$ cat src/rtl/seg_scan_n.sv
// rtl/seg_scan_n.sv - multiplexed N-digit 7-segment scan driver with blanking, frame-latched data and polarity select
// Optional build macro: SEG_LEADING_ZERO_BLANK_EN (suppress leading-zero glyphs above the highest non-zero digit)
module seg_scan_n #(
  parameter int DIGITS       = 6,
  parameter int CLK_DIV      = 50000,
  parameter int BLANK_CYCLES = 16,
  parameter int SEG_ACT_LOW  = 0,
  parameter int DIG_ACT_LOW  = 0
) (
  input  logic                  i_clk,
  input  logic                  i_rst,
  input  logic [4*DIGITS-1:0]   i_data,
  input  logic [DIGITS-1:0]     i_dp,
  input  logic                  i_load,
  input  logic                  i_en,
  output logic [7:0]            SEG,
  output logic [DIGITS-1:0]     DIG,
  output logic                  o_frame
);

  localparam int IW       = (DIGITS > 1) ? $clog2(DIGITS) : 1;
  localparam int CMAX     = (CLK_DIV > BLANK_CYCLES) ? CLK_DIV : BLANK_CYCLES;
  localparam int CW       = (CMAX > 1) ? $clog2(CMAX) : 1;
  localparam int BLK_LAST = (BLANK_CYCLES > 0) ? BLANK_CYCLES - 1 : 0;

  localparam logic [IW-1:0]     IDX_LAST  = IW'(DIGITS - 1);
  localparam logic [CW-1:0]     SHOW_LAST = CW'(CLK_DIV - 1);
  localparam logic [CW-1:0]     BLNK_LAST = CW'(BLK_LAST);
  localparam logic [7:0]        SEG_OFF   = (SEG_ACT_LOW != 0) ? 8'hFF : 8'h00;
  localparam logic [DIGITS-1:0] DIG_OFF   = (DIG_ACT_LOW != 0) ? {DIGITS{1'b1}} : {DIGITS{1'b0}};

  typedef enum logic {ST_SHOW = 1'b0, ST_BLANK = 1'b1} state_t;

  state_t                state, state_n;
  logic [CW-1:0]         cnt, cnt_n;
  logic [IW-1:0]         idx, idx_n;
  logic [5*DIGITS-1:0]   pending, display;
  logic                  show_done, blank_done, advance, wrap;
  logic [7:0]            seg_n;
  logic [DIGITS-1:0]     dig_n;
  logic [3:0]            nib;
  logic                  dp_bit;

  function automatic logic [6:0] font(input logic [3:0] v);
    case (v)
      4'h0: font = 7'h3F;  4'h1: font = 7'h06;  4'h2: font = 7'h5B;  4'h3: font = 7'h4F;
      4'h4: font = 7'h66;  4'h5: font = 7'h6D;  4'h6: font = 7'h7D;  4'h7: font = 7'h07;
      4'h8: font = 7'h7F;  4'h9: font = 7'h6F;  4'hA: font = 7'h77;  4'hB: font = 7'h7C;
      4'hC: font = 7'h39;  4'hD: font = 7'h5E;  4'hE: font = 7'h79;  default: font = 7'h71;
    endcase
  endfunction

  // pending/display hold {dp, data}; display only changes at the frame wrap so a scan never tears
  always_ff @(posedge i_clk) begin
    if (i_rst) begin
      state   <= ST_SHOW;
      cnt     <= '0;
      idx     <= '0;
      pending <= '0;
      display <= '0;
      SEG     <= SEG_OFF;
      DIG     <= DIG_OFF;
      o_frame <= 1'b0;
    end else begin
      state   <= state_n;
      cnt     <= cnt_n;
      idx     <= idx_n;
      if (i_load) pending <= {i_dp, i_data};
      if (wrap)   display <= pending;
      SEG     <= seg_n ^ SEG_OFF;
      DIG     <= dig_n ^ DIG_OFF;
      o_frame <= wrap;
    end
  end

  always_comb begin
    show_done  = (state == ST_SHOW)  && (cnt == SHOW_LAST);
    blank_done = (state == ST_BLANK) && (cnt == BLNK_LAST);
    advance    = blank_done || (show_done && (BLANK_CYCLES == 0));
    wrap       = advance && (idx == IDX_LAST);
    state_n    = state;
    if (show_done && (BLANK_CYCLES > 0)) state_n = ST_BLANK;
    else if (blank_done)                 state_n = ST_SHOW;
    cnt_n = (show_done || blank_done) ? '0 : cnt + CW'(1);
    idx_n = idx;
    if (advance) idx_n = (idx == IDX_LAST) ? '0 : idx + IW'(1);
  end

  `ifdef SEG_LEADING_ZERO_BLANK_EN
  logic [DIGITS-1:0] lz;
  logic              above_zero;
  `endif

  always_comb begin
    nib    = display[int'(idx)*4 +: 4];
    dp_bit = display[4*DIGITS + int'(idx)];
    seg_n  = {dp_bit, font(nib)};
    `ifdef SEG_LEADING_ZERO_BLANK_EN
    // scanning from the top, a digit stays suppressed while every nibble at or above it is zero
    lz         = '0;
    above_zero = 1'b1;
    for (int k = DIGITS - 1; k >= 1; k--) begin
      above_zero = above_zero && (display[4*k +: 4] == 4'h0);
      lz[k]      = above_zero && !display[4*DIGITS + k];
    end
    if (lz[idx]) seg_n = 8'h00;
    `endif
    dig_n = DIGITS'(1) << idx;
    if (state != ST_SHOW || !i_en) begin
      dig_n = '0;
      seg_n = 8'h00;
    end
  end

endmodule

$ cat config.mk
export PLATFORM = sky130hd
export DESIGN_NAME = seg_scan_n
export DESIGN_NICKNAME = d
export VERILOG_FILES = /design/src/rtl/seg_scan_n.sv
export SDC_FILE = /design/constraint.sdc
export NUM_CORES = 1
export LEC_CHECK = 0
export CAP_MARGIN = 0
export CORE_MARGIN = 5
export CORE_UTILIZATION = 52
export CTS_BUF_LIST = sky130_fd_sc_hd__clkbuf_8
export DETAILED_ROUTE_END_ITERATION = 8
export PLACE_DENSITY = 0.81
export SKIP_LAST_GASP = 1
export SLEW_MARGIN = 5
export SYNTH_ARGS = -nofsm -noshare
export SYNTH_HDL_FRONTEND = slang
export SYNTH_SLANG_ARGS = --single-unit
$ cat constraint.sdc
create_clock -name i_clk -period 2.25 [get_ports i_clk]
set_input_delay 0.5625 -clock i_clk [delete_from_list [all_inputs] [get_ports i_clk]]
set_output_delay 0.5625 -clock i_clk [all_outputs]
set_load 0.05 [all_outputs]
Word-level counts from Yosys, hierarchy flattened. Memory sizes are Yosys's and may differ from the RTL's. A register that Yosys moved wholly into a read port is not among the register bits. Cells that the tools add are included.

$add $sub $neg: 3. Magnitude comparators: 1. Equality and inequality tests: 3. Shift-type cells: 2. Mux-type cells: 6. Bitwise operators: 1. Reductions and logical operators: 9.

Operators with widths (number): 30-bit by 6-bit indexed part select with 4-bit output (1); 16-bit by 1-bit adder with 16-bit output, second input constant (1); 16-bit == test, second input constant (1); 16-bit by 4-bit == test with 1-bit output, second input constant (1); 5-bit by 3-bit adder with 6-bit output, first input constant (1); 6-bit less-than comparator, second input constant (1); 1-bit by 3-bit left shift with 6-bit output, first input constant (1); 1-bit binary-select mux with 5-bit select (1); 1-bit two-way mux (4); 2-bit OR reduction (2); 3-bit by 1-bit adder with 3-bit output, second input constant (1); 3-bit == test, second input constant (1); 1-bit logical AND (3); 3-bit two-way mux (1); 1-bit logical OR (2); 2-bit nonzero test (1); 1-bit logical NOT (1); 1-bit NOT (1).

Bits in registers: 95. Memory bits (read-only): 112. Output and inout bits: 15. Word-level logic and storage cells: 34. Memories kept: 1.

Memory list: (name not given) (depth 16, bits a word 7, rd ports 1, clocked after memory_dff 1, write ports 0, RTL line 45) `case (v)`.

Depth between registers and ports, before layout.
Depth after elaboration: 4. Mapped depth: 12. Gate-level depth less buffers: 9.

Least setup slack after synthesis. No wires, ideal clock.

Kind: register -> register. From: reg idx[1]. To: reg SEG[1]. Setup time: 0.095 ns. Arrival: 2.209 ns. Slack: -0.054 ns. Cell stages (with the launch flop): 13. Period minus slack after synthesis: 2.304 ns. Cell sequence: dfxtp_1 -> buf_6 -> buf_8 -> buf_6 -> mux2i_1 -> nand2_1 -> o21ai_0 -> a211oi_1 -> inv_1 -> ha_1 -> o21ai_0 -> o21ai_0 -> a221oi_1.

Cells in the longest elaborated chain, start to end: 1.

RTL lines: from (decl) (RTL line 36) `logic [IW-1:0] idx, idx_n;`; from (signal assigned) (RTL line 67) `idx <= idx_n;`; 30-bit by 6-bit indexed part select with 4-bit output (RTL line 95) `nib = display[int'(idx)*4 +: 4];`; to (decl) (RTL line 16) `output logic [7:0] SEG,`.

Every way passes these cells. A chain may end at the register's enable or synchronous reset.

Worst setup path after layout.
From: reg idx[1]. To: reg SEG[3].

The elaborated chain is that of the path after synthesis.

==> summary.txt <==
Outcome
  – Status: completed

Setup path
  – Reg2reg path depth: 9
  – Critical Path AT: 2.35 ns
  – Worst Setup End Kind: register
  – FF-to-FF setup slack: 0.15 ns
  – Critical path's largest stage delay: 0.41 ns
  – Critical Path Start Type: register
  – Required time worst endpoint: 2.50 ns
  – Critical path class: register to register
  – Reg-to-reg critical path endpoint: SEG[3]$_SDFF_PP0_
  – Largest fanout on the critical path: 15
  – Slowest CP cell: dfxtp_4
  – Worst r2r src: idx[1]$_SDFFE_PP0P_
  – Critical path cell sequence: buf_8 > mux2i_1 > mux2i_1 > o2111ai_2 > inv_1 > ha_1 > a21oi_1 > a21oi_1 > o31ai_1

Routing
  – Final wirelength: 8260 um
  – Routed Antenna Nets: 0
  – Iter 0 DRT Violations: 117
  – Vias post-DR: 3209
  – Via density per instance: 5.38
  – 1st-pass router iterations: 5
  – DRC viols: 0
  – Drt wl/cell: 13.8 um

Place
  – Dpl ws: -0.0216 ns
  – PortBufs: 48
  – Final Wtd Congestion: 0.888
  – Placed insts: 580
  – DP HPWL: 6000 um

Global route
  – Overall routing resource usage: 0.175
  – Largest net degree at the start of global routing: 66
  – First-pass GRT wire length: 14000 um
  – Number of global-route vias before repair: 3065
  – Grt total ovfl: 0
  – Initial antenna violation count: 0

Synth
  – Syn Inst Count: 444
  – Count of yosys warnings during synthesis: 0
  – Fraction of registers with async set or reset after synthesis: 0
  – Post-synth net total: 486
  – Seq/Total Area, Yosys: 0.470
  – Area of the mapped netlist: 4050 um2
  – Top cells by area, synth: dfxtp_1 47%, mux2i_1 11%, nand2_1 6.7%
  – FF+latch count, synth: 95
  – Mean post-synth cell area: 9.12 um2
  – Area leader, netlist: dfxtp_1
  – Top-area cell type share of the netlist area: 0.470
  – Dominant synthesized flop cell: dfxtp_1
  – Post-synth cell types: 50
  – Number of synthesized flops with an enable pin: 0

CTS
  – Clock sink count: 95
  – TritonCTS Buffers: 9
  – CTS max path bufs: 2
  – Worst-Skew Late Latency: 0.36 ns
  – CTS tree: yes
  – H-tree Lvls: 3
  – Root buf cell: clkbuf_8
  – Clk slew on worst S/H paths: 0.09 ns

Power
  – PD cells: 619 nW/um2
  – Clock share of power: 0.351
  – LEAKAGE: 1.80 nW
  – Final Power: 3.00 mW
  – Seq pwr share: 0.582
  – Max VDD drop: 363 uV
  – Comb power frac: 0.068
  – Net Sw Frac: 0.242
  – Pint: 2.27 mW
  – Psw: 0.727 mW

Die
  – Die width: 98.2 um
  – CORE AREA: 7650 um2
  – Initial core utilization: 0.529
  – Ports: 49
  – DIE AREA: 9650 um2
  – Row count: 32
  – Die height: 98.2 um

Timing
  – Slew Limit Fails: 0
  – Worst-Margin Slew: 0.624 ns
  – Fmax: 476 MHz
  – Count of final setup violators: 0
  – Final setup slack of the worst path: 0.151 ns
  – Fin crit share: 0.933
  – RSZ-0062 raised after global routing: false
  – Slew headroom: 0.584
  – Setup TNS: 0 ns
  – Final hold vios: 0
  – Final hold slack: 0.452 ns
  – Fin Clk Skew: 0.0196 ns
  – Final period demand of the worst path: 2.10 ns

Finish
  – Share of cells above drive strength 1: 0.109
  – Area delta synth->final: 19.6%
  – Non-Filler Instances: 597
  – Ant diodes: 0
  – Final nets: 532

Hold path
  – Hold EP: cnt[0]$_SDFF_PP0_
  – Hold WC Path Type: register to register
  – Hold Crit Start: cnt[0]$_SDFF_PP0_
  – Depth of the worst hold-timing path: 1

Run
  – MaxCap Viol Count: 0
==> routing by layer <==
layer  part of all wire  global-route usage  routed length [um]
met2               0.49               0.292                4060
met4              0.017              0.0599                 137
met3              0.047              0.0429                 386
met5                  0                   0                   0
met1               0.44               0.222                3670
==> worst max path at each step <==
stage	from	end	slack (ns)	depth (start not counted)
final	idx[1]$_SDFFE_PP0P_	SEG[3]$_SDFF_PP0_	0.15	9
after global routing	idx[0]$_SDFFE_PP0P_	SEG[1]$_SDFF_PP0_	0.03	8
after global placement	idx[1]$_SDFFE_PP0P_	SEG[1]$_SDFF_PP0_	0.10	8
after floorplan	idx[1]$_SDFFE_PP0P_	SEG[1]$_SDFF_PP0_	0.09	12
after detailed placement	idx[1]$_SDFFE_PP0P_	SEG[1]$_SDFF_PP0_	-0.02	8
after CTS	idx[1]$_SDFFE_PP0P_	SEG[3]$_SDFF_PP0_	0.02	9
==> cells in the final DEF, fill, tap and decap left out, drive strengths merged, types with 10 or more instances in the layout <==
cell and instances:
a21oi 39, nand2 72, xnor2 10, dfxtp 95, clkdlybuf4s50 46, nand3 13, mux2i 43, and3 11
clkbuf 10, buf 17, nor2 57
==> kinds of logic after synthesis <==
| group | share of synthesized area |
|---|---|
| AO/OA/AOI/OAI | 0.0977 |
| XOR/XNOR | 0.0303 |
| adder cells (fa/ha/maj) | 0.0247 |
| buffers and inverters | 0.0411 |
| flip-flops | 0.470 |
| multiplexers | 0.138 |
| AND/OR/NAND/NOR | 0.198 |
==> cell type report <==
type,count,area [um2]
fillers,637,2810
multi-input cells,314,1980
flip-flops and latches,95,1910
repair buffers,63,603
clock buffers,10,138
well taps,102,128
clock inverters,6,55.1
inverters,7,26.3
==> state kept, by name (all words and copies together), names as in the netlist <==
name,cells
idx,3
pending,30
DIG,6
state,1
SEG,8
display,30
o_frame,1
cnt,16
==> metrics by stage <==
step | utilization | instance area (um2)
finish | 0.633 | 4840
floorplan | - | 4050
global route | 0.633 | 4840
detailed placement | 0.605 | 4630
CTS | 0.632 | 4830
global placement | 0.605 | 4630
==> worst max-delay path, delay by kind of cell (launching register included) <==
family,cells,cell delay (ns)
AO/OA/AOI/OAI,4,0.69
adder cells (fa/ha/maj),1,0.27
buffers and inverters,2,0.29
multiplexers,2,0.33
flip-flops,1,0.41
==> power groups by stage <==
stage                     Clock (mW)  Combinational [mW]  Sequential [mW]
final                           1.05               0.203             1.74
after detailed placement           0               0.205             1.78
after floorplan                    0              0.0922             1.80
after CTS                       1.07               0.205             1.75
after global placement             0               0.200             1.78
after global routing            1.15               0.220             1.75
==> timing repair <==
item	4_1_cts	5_1_grt
setup endpoints to repair	3	5
buffers inserted	1	0
hold buffers	0	0
resized for setup	1	6
pin swaps	1	0
==> synth_stat cells, types with 6 or more instances <==
library cell,n
clkbuf_1,14
and3_1,11
o21ai_0,7
ha_1,8
a21oi_1,38
nand3_1,11
buf_2,6
xnor2_1,10
inv_1,7
dfxtp_1,95
nor2_1,56
nand2_1,72
mux2i_1,43
Note: power is estimated with default switching activity, not from simulation.
